**src/rtl/acc_drain_if.sv**
```systemverilog
`default_nettype none
// ============================================================================
// Module   : acc_drain_if
// Brief    : Word-capture and chunk-stream handshake bundle for acc_drain.
// Revision : 1.0 - initial release
// ============================================================================
interface acc_drain_if #(
    parameter int MAC_MIN_WIDTH = 8,
    parameter int MAC_ACC_WIDTH = 4 * MAC_MIN_WIDTH
);
    logic                     in_valid;
    logic                     in_ready;
    logic [MAC_ACC_WIDTH-1:0] in_data;
    logic                     in_carry;
    logic                     out_valid;
    logic                     out_ready;
    logic [MAC_MIN_WIDTH-1:0] out_data;
    logic                     out_last;
    logic                     out_ovf;
    logic                     busy;

    modport master (
        output in_valid, in_data, in_carry, out_ready,
        input  in_ready, out_valid, out_data, out_last, out_ovf, busy
    );

    modport slave (
        input  in_valid, in_data, in_carry, out_ready,
        output in_ready, out_valid, out_data, out_last, out_ovf, busy
    );
endinterface
`default_nettype wire

```
**src/rtl/acc_drain.sv**
```systemverilog
`default_nettype none
// ============================================================================
// Module   : acc_drain
// Brief    : Captures one accumulator word plus final carry and streams it
//            out as MAC_MIN_WIDTH-bit chunks, one per cycle at best.
// Revision : 1.0 - initial release
// ============================================================================
module acc_drain #(
    parameter int MAC_MIN_WIDTH = 8,
    parameter int MAC_ACC_WIDTH = 4 * MAC_MIN_WIDTH,
    parameter bit MSB_FIRST     = 1'b0
) (
    input wire         clk,
    input wire         rst_n,
    acc_drain_if.slave bus
);
    localparam int c_N     = MAC_ACC_WIDTH / MAC_MIN_WIDTH;
    localparam int c_CNT_W = $clog2(c_N);
    localparam logic [c_CNT_W-1:0] c_CNT_LAST = c_CNT_W'(c_N - 1);
    localparam logic [c_CNT_W-1:0] c_CNT_ONE  = c_CNT_W'(1);

    typedef enum logic [0:0] {
        ST_IDLE = 1'b0,
        ST_SEND = 1'b1
    } state_t;

    state_t                   r_state, w_state_nx;
    logic [c_CNT_W-1:0]       r_cnt, w_cnt_nx;
    logic [MAC_ACC_WIDTH-1:0] r_shreg, w_shreg_nx, w_shreg_shift;
    logic                     r_carry, w_carry_nx;

    logic                     w_send;
    logic                     w_last;
    logic                     w_in_ready;
    logic                     w_in_fire;
    logic                     w_out_fire;
    logic [MAC_MIN_WIDTH-1:0] w_chunk;

    assign w_send     = (r_state == ST_SEND);
    assign w_last     = w_send && (r_cnt == c_CNT_LAST);
    // Accepting on the last-chunk fire lets back-to-back words stream bubble-free.
    assign w_in_ready = !w_send || (w_last && bus.out_ready);
    assign w_in_fire  = bus.in_valid && w_in_ready;
    assign w_out_fire = w_send && bus.out_ready;

    generate
        if (MSB_FIRST) begin : g_msb_first
            assign w_chunk       = r_shreg[MAC_ACC_WIDTH-1 -: MAC_MIN_WIDTH];
            assign w_shreg_shift = r_shreg << MAC_MIN_WIDTH;
        end else begin : g_lsb_first
            assign w_chunk       = r_shreg[MAC_MIN_WIDTH-1:0];
            assign w_shreg_shift = r_shreg >> MAC_MIN_WIDTH;
        end
    endgenerate

    always_comb begin
        w_state_nx = r_state;
        w_cnt_nx   = r_cnt;
        w_shreg_nx = r_shreg;
        w_carry_nx = r_carry;
        unique case (r_state)
            ST_IDLE: begin
                if (w_in_fire) begin
                    w_state_nx = ST_SEND;
                    w_shreg_nx = bus.in_data;
                    w_carry_nx = bus.in_carry;
                    w_cnt_nx   = '0;
                end
            end
            ST_SEND: begin
                if (w_out_fire) begin
                    if (!w_last) begin
                        w_shreg_nx = w_shreg_shift;
                        w_cnt_nx   = r_cnt + c_CNT_ONE;
                    end else if (w_in_fire) begin
                        w_state_nx = ST_SEND;
                        w_shreg_nx = bus.in_data;
                        w_carry_nx = bus.in_carry;
                        w_cnt_nx   = '0;
                    end else begin
                        // Clearing on exit keeps out_data at zero while idle.
                        w_state_nx = ST_IDLE;
                        w_shreg_nx = '0;
                        w_carry_nx = 1'b0;
                        w_cnt_nx   = '0;
                    end
                end
            end
            default: begin
                w_state_nx = ST_IDLE;
            end
        endcase
    end

    always_ff @(posedge clk) begin
        if (!rst_n) begin
            r_state <= ST_IDLE;
            r_cnt   <= '0;
            r_shreg <= '0;
            r_carry <= 1'b0;
        end else begin
            r_state <= w_state_nx;
            r_cnt   <= w_cnt_nx;
            r_shreg <= w_shreg_nx;
            r_carry <= w_carry_nx;
        end
    end

    assign bus.in_ready  = w_in_ready;
    assign bus.out_valid = w_send;
    assign bus.out_data  = w_chunk;
    assign bus.out_last  = w_last;
    assign bus.out_ovf   = w_last && r_carry;
    assign bus.busy      = w_send;
endmodule
`default_nettype wire
```
**src/flat_wrapper.sv**
```systemverilog
// flat-port wrapper written by rule: the top's interface ports become plain ports
module acc_drain_flat 
#(
    parameter int MAC_MIN_WIDTH = 8,
    parameter int MAC_ACC_WIDTH = 4 * MAC_MIN_WIDTH,
    parameter bit MSB_FIRST     = 1'b0
)
  (clk, rst_n, bus_in_valid, bus_in_data, bus_in_carry, bus_out_ready, bus_in_ready, bus_out_valid, bus_out_data, bus_out_last, bus_out_ovf, bus_busy);
  acc_drain_if #(.MAC_MIN_WIDTH(MAC_MIN_WIDTH), .MAC_ACC_WIDTH(MAC_ACC_WIDTH)) bus_i ();
  input wire clk;
  input wire rst_n;
  input wire logic [$bits(bus_i.in_valid)-1:0] bus_in_valid;
  input wire logic [$bits(bus_i.in_data)-1:0] bus_in_data;
  input wire logic [$bits(bus_i.in_carry)-1:0] bus_in_carry;
  input wire logic [$bits(bus_i.out_ready)-1:0] bus_out_ready;
  output wire logic [$bits(bus_i.in_ready)-1:0] bus_in_ready;
  output wire logic [$bits(bus_i.out_valid)-1:0] bus_out_valid;
  output wire logic [$bits(bus_i.out_data)-1:0] bus_out_data;
  output wire logic [$bits(bus_i.out_last)-1:0] bus_out_last;
  output wire logic [$bits(bus_i.out_ovf)-1:0] bus_out_ovf;
  output wire logic [$bits(bus_i.busy)-1:0] bus_busy;
  assign bus_i.in_valid = bus_in_valid;
  assign bus_i.in_data = bus_in_data;
  assign bus_i.in_carry = bus_in_carry;
  assign bus_i.out_ready = bus_out_ready;
  assign bus_in_ready = bus_i.in_ready;
  assign bus_out_valid = bus_i.out_valid;
  assign bus_out_data = bus_i.out_data;
  assign bus_out_last = bus_i.out_last;
  assign bus_out_ovf = bus_i.out_ovf;
  assign bus_busy = bus_i.busy;
  acc_drain #(.MAC_MIN_WIDTH(MAC_MIN_WIDTH), .MAC_ACC_WIDTH(MAC_ACC_WIDTH), .MSB_FIRST(MSB_FIRST)) u_core (.clk(clk), .rst_n(rst_n), .bus(bus_i));
endmodule
```
**config.mk**
```make
export PLATFORM = sky130hd
export DESIGN_NAME = acc_drain_flat
export DESIGN_NICKNAME = d
export VERILOG_FILES = /design/src/rtl/acc_drain_if.sv /design/src/rtl/acc_drain.sv /design/src/flat_wrapper.sv
export SDC_FILE = /design/constraint.sdc
export NUM_CORES = 1
export LEC_CHECK = 0
export ABC_AREA = 1
export ABC_CLOCK_PERIOD_IN_PS = 1200
export CORE_UTILIZATION = 40
export DETAILED_ROUTE_END_ITERATION = 8
export PLACE_DENSITY = 0.84
export SETUP_SLACK_MARGIN = 0.05
export SLEW_MARGIN = 0
export SYNTH_ARGS = -nofsm -noshare
export SYNTH_HDL_FRONTEND = slang
export SYNTH_SLANG_ARGS = --single-unit
export TNS_END_PERCENT = 100
```
**constraint.sdc**
```tcl
create_clock -name clk -period 1.2 [get_ports clk]
set_input_delay 0.18 -clock clk [delete_from_list [all_inputs] [get_ports clk]]
set_output_delay 0.18 -clock clk [all_outputs]
set_load 0.01 [all_outputs]
```
# Yosys cells after proc, flatten, opt, wreduce, memory -nomap -nowiden
# Index checks and enable logic that the tools add are counted.
# word_totals
reg_bits	36
input_bits	37
out_inout_bits	13
wordCells	37
# classes
addsub	1
n_eq_ne	4
mux	18
n_bitwise	1
n_reduce_logical	9
# op_table
cell	count
$mux 32	4
$pmux 32 s2	1
$mux 1	7
$mux 2	3
$logic_and 1x1->1	5
$ne 2x2->1 const B	2
$pmux 1 s2	2
$pmux 2 s2	1
$reduce_and 3->1	1
$add 2x1->2 const B	1
$eq 2x2->1 const B	1
$ne 2x1->1 const B	1
$reduce_and 2->1	1
$logic_not 1->1	1
$logic_or 1x1->1	1
$not 1->1	1

# Logic depth before layout (Yosys ltp)
# logic_depth
ltp_word	9
ltp_mapped	7
ltp_nobuf	7

# Least setup slack after synthesis
# No wires, ideal clock.
# synth_timing
path_type	flip-flop to flip-flop
start	reg u_core.r_state (netlist: u_core.bus.busy)
end	reg u_core.r_shreg[15]
setup_time_ps	119
arrival_ps	1109
required_ps	1081
path_slack_ps	-28
path_stages_with_launch	8
path_buffers	2
synth_period_minus_slack_ps	1228
cell_sequence	dfxtp_1 -> buf_6 -> nand2_1 -> o21ai_4 -> inv_2 -> buf_4 -> nor2_1 -> a21oi_1
# synth_via
elab_chain_cells	8
word_cells_on_any_way	14
classes_between	eq/ne: 2; mux: 4; bitwise: 1; reduce/logical: 7
# synth_rtl
element	line_no	rtl
from (decl)	acc_drain.sv:27	state_t r_state, w_state_nx;
from (signal assigned)	acc_drain.sv:102	r_state <= w_state_nx;
$logic_and 1x1->1	acc_drain.sv:40	assign w_last = w_send && (r_cnt == c_CNT_LAST);
$logic_and 1x1->1	acc_drain.sv:42	assign w_in_ready = !w_send || (w_last && bus.out_ready);
$logic_or 1x1->1	acc_drain.sv:42	
$logic_and 1x1->1	acc_drain.sv:43	assign w_in_fire = bus.in_valid && w_in_ready;
$mux 32	acc_drain.sv:75	end else if (w_in_fire) begin
$mux 32	acc_drain.sv:72	if (!w_last) begin
$mux 32	acc_drain.sv:71	if (w_out_fire) begin
$pmux 32 s2	acc_drain.sv:61	unique case (r_state)
to (signal assigned)	acc_drain.sv:104	r_shreg <= w_shreg_nx;
to (decl)	acc_drain.sv:29	logic [MAC_ACC_WIDTH-1:0] r_shreg, w_shreg_nx, w_shreg_shift;
# Several ways; a longest one is shown, not always the timed one. The select of a mux whose other input is x is not followed.
# A chain may end at the register's enable or synchronous reset.

# Worst setup path in the final report
# layout_timing
start	reg u_core.r_cnt[0]
end	reg u_core.r_shreg[14]
# layout_via
elab_chain_cells	9
word_cells_on_any_way	11
classes_between	eq/ne: 2; mux: 4; reduce/logical: 5
# layout_rtl
element	line_no	rtl
from (decl)	acc_drain.sv:28	logic [c_CNT_W-1:0] r_cnt, w_cnt_nx;
from (signal assigned)	acc_drain.sv:103	r_cnt <= w_cnt_nx;
$eq 2x2->1 *	acc_drain.sv:40	
$logic_and 1x1->1 *	acc_drain.sv:40	
$logic_and 1x1->1	acc_drain.sv:42	
$logic_or 1x1->1	acc_drain.sv:42	
$logic_and 1x1->1	acc_drain.sv:43	
$mux 32	acc_drain.sv:75	
$mux 32	acc_drain.sv:72	
$mux 32	acc_drain.sv:71	
$pmux 32 s2	acc_drain.sv:61	
# Mark *: on every way between the ends. The rest lies on a longest branch, timed or not. The select of a mux whose other input is x is not followed.

==> impl_metrics.py <==
metrics = {
    "finish": {
        "stdcell_count": 364,
        "stdcell_area_um2": 2630,
        "num-fill-cells": 391,
        "area_growth_pct": 50.1,
        "antennaDiodeCount": 0,
        "nNetsFinal": 352,
        "drive_gt1_share_pct": 25.2,
    },
    "logic_synthesis": {
        "syn_avg_cell_area_um2": 6.79,
        "yosysWarnings": 0,
        "synth_cell_types": 20,
        "syn-cell-area_um2": 1750,
        "synthArstFlopShare_pct": 0,
        "synth_top_cell_by_area": "dfxtp_1",
        "ys_seq_area_share_pct": 41.1,
        "synth_nets": 296,
        "synth_top_area_share_pct": 41.1,
        "ys.flop_type": "dfxtp_1",
        "synth.most_common_cell": "nor2_1",
        "synth_seq_cells": 36,
        "synth.area.top_cells": "dfxtp_1, nor2_1, nand2_1, a21oi_1, buf_4",
        "netlist_instances": 258,
        "synth_common_cells": "nor2_1, nand2_1, dfxtp_1",
        "synth_edf_count": 0,
    },
    "die": {
        "fp.dieW_um": 68.2,
        "die_area_um2": 4650,
        "start_util_pct": 42.6,
        "core_area_um2": 4120,
        "ioPinCount": 50,
        "die_y_um": 68.2,
        "num_rows": 23,
    },
    "global_routing": {
        "grt_busiest_layer": "met2",
        "grt_antenna_before_repair": 0,
        "met3_usage_pct": 4.50,
        "grt_pass1_vias": 1643,
        "grt_util_met1_pct": 22.6,
        "grt_max_degree": 27,
        "overflow": 0,
        "grt_usage_pct": 20.5,
        "met2_usage_pct": 37.0,
        "grt_pass1_wl_um": 6990,
    },
    "worst_setup_path": {
        "crit_family": "flip-flops",
        "slowest_stage": "dfxtp_2",
        "crit_required_ps": 1430,
        "worstRegToRegCells": 7,
        "crit_path_max_fanout": 24,
        "crit_arrival_ps": 1540,
        "cp-end-kind": "flop",
        "path_depth": 7,
        "worst_path_largest_cell_delay_ps": 360,
        "critical_path.startpoint_type": "flop",
        "timing.critical_path.buf_inv": 2,
        "crit_chain": "ha_4 > buf_6 > nand3_4 > o21bai_4 > buf_12 > nand2_1 > a21oi_2",
        "critical_path_class": "reg -> reg",
    },
    "flow_run": {
        "maxCapViolCount": 0,
    },
    "cts": {
        "cts_root_buffer": "clkbuf_8",
        "cts-buffers-inserted": 5,
        "clk_latency_ps": 290,
        "cts_tree": "yes",
        "cts-htree-levels": 2,
        "max-clock-path-buffers": 2,
        "cts_hold_buf": 0,
        "clk_pin_slew_ps": 70,
        "clkSinkCount": 36,
    },
    "timing": {
        "setup_viol": 33,
        "final_hold_viol_count": 0,
        "min_period_ps": 1320,
        "slew_headroom_pct": 78.5,
        "rsz0062_at_grt": "yes",
        "period_share_pct": 110,
        "worstMarginPinSlew_ps": 320,
        "holdWs_ps": 154,
        "skew_ps": 3.31,
        "setup_ws_ps": -116,
        "slew_viol_final": 0,
        "fmax_mhz": 760,
    },
    "hold_path": {
        "hp-class": "in -> reg",
        "hold_path_depth": 3,
    },
    "pwr": {
        "design_power_total_uw": 2950,
        "peakVddDrop_mv": 0.628,
        "leakage_uw": 0.00111,
        "power_density_nw_per_um2": 1120,
    },
    "drt": {
        "drtPass1Iterations": 4,
        "wl_per_cell_um": 12.1,
        "vias": 1768,
        "drt_iter0_drc": 65,
        "final_antenna_net_count": 0,
        "drc": 0,
        "route.detailed.vias_per_inst": 4.86,
        "drt-total-wl_um": 4420,
    },
    "placed_design": {
        "gp_congestion": 0.760,
        "dp_hpwl_um": 2750,
        "place_inst": 353,
        "place_area_um2": 2340,
        "portBuffers": 49,
    },
    "outcome": {
        "status": "finished with violations",
        "failed_checks": "setup timing",
    },
}
==> final cells by class <==
class	instances	area, µm²	area share (%)
well taps	50	62.6	2.38
clock inverters	1	5.00	0.190
repair buffers	69	721	27.4
multi-input cells	168	906	34.5
inverters	34	135	5.14
flip-flops and latches	36	727	27.7
clock buffers	6	72.6	2.76
==> metrics by stage <==
step | util (%) | setup TNS, ps | setup slack [ps]
6_report | 63.9 | -2550 | -116
4_1_cts | 60.1 | -2100 | -127
5_1_grt | 63.9 | -5260 | -193
2_1_floorplan | - | 0 | 37.7
3_5_place_dp | 56.8 | -10260 | -366
3_3_place_gp | 56.8 | -9060 | -342
==> final timing paths <==
| kind | from | to | slack (ps) |
|---|---|---|---|
| setup reg to reg | u_core.r_cnt[0] | u_core.r_shreg[14] | -120 |
| hold / removal | bus_in_valid | u_core.bus.busy | 150 |
| hold reg to reg | u_core.r_shreg[28] | u_core.r_shreg[28] | 470 |
| setup / recovery | u_core.r_cnt[0] | u_core.r_shreg[14] | -120 |
==> worst min-delay path, cell delays in order <==
cell            delay (ps)
dlymetal6s2s_1         120
o21ai_1                 80
inv_1                   40
==> routing by layer <==
metal  vias to the layer above  wire length, µm
met2                        37             2280
met4                         0               93
li1                        899                -
met3                        10              181
met5                         -                0
met1                       822             1870
==> power breakdown <==
part | total, µW | internal [µW] | leakage, µW | switching [µW]
registers | 1350 | 1300 | 0.000299 | 54.4
clock network | 820 | 394 | 0.0000410 | 426
logic | 774 | 389 | 0.000771 | 385
total | 2950 | 2080 | 0.00111 | 865
==> layout by cell type (no fill, tap or decap), drive strengths merged <==
master	synthesis	final
o21bai	1	1
nand2	49	49
dfxtp	36	36
dlymetal6s2s	0	2
o21ai	27	27
inv	33	32
ha	1	1
nand3	1	1
nor2	53	54
nand4	1	1
a21oi	34	34
buf	19	24
clkinv	1	3
clkbuf	2	7
dlygate4sd2	0	8
clkdlybuf4s50	0	34
==> what timing repair did <==
item / 4_1_cts / 5_1_grt
setup buffers: 0 / 1
endpoints found under the setup margin: 48 / 39
cloned: 2 / 1
resized for setup: 44 / 39
pin swaps: 8 / 7
==> sequential cells by signal (all words and copies together), names as in the netlist <==
register and cells:
u_core.bus.busy 1, u_core.r_carry 1, u_core.r_cnt 2, u_core.r_shreg 32
==> cells by family (layout without fill, tap and decap cells) <==
family,after synthesis,count (layout),synth area share [%]
AOI/OAI and AO/OA,62,62,19.1
DFF,36,36,41.1
and+or+nand+nor,104,105,23.4
buffers and inverters,55,110,15.6
adders and majority gates,1,1,0.714
(Power assumes the default switching activity.)
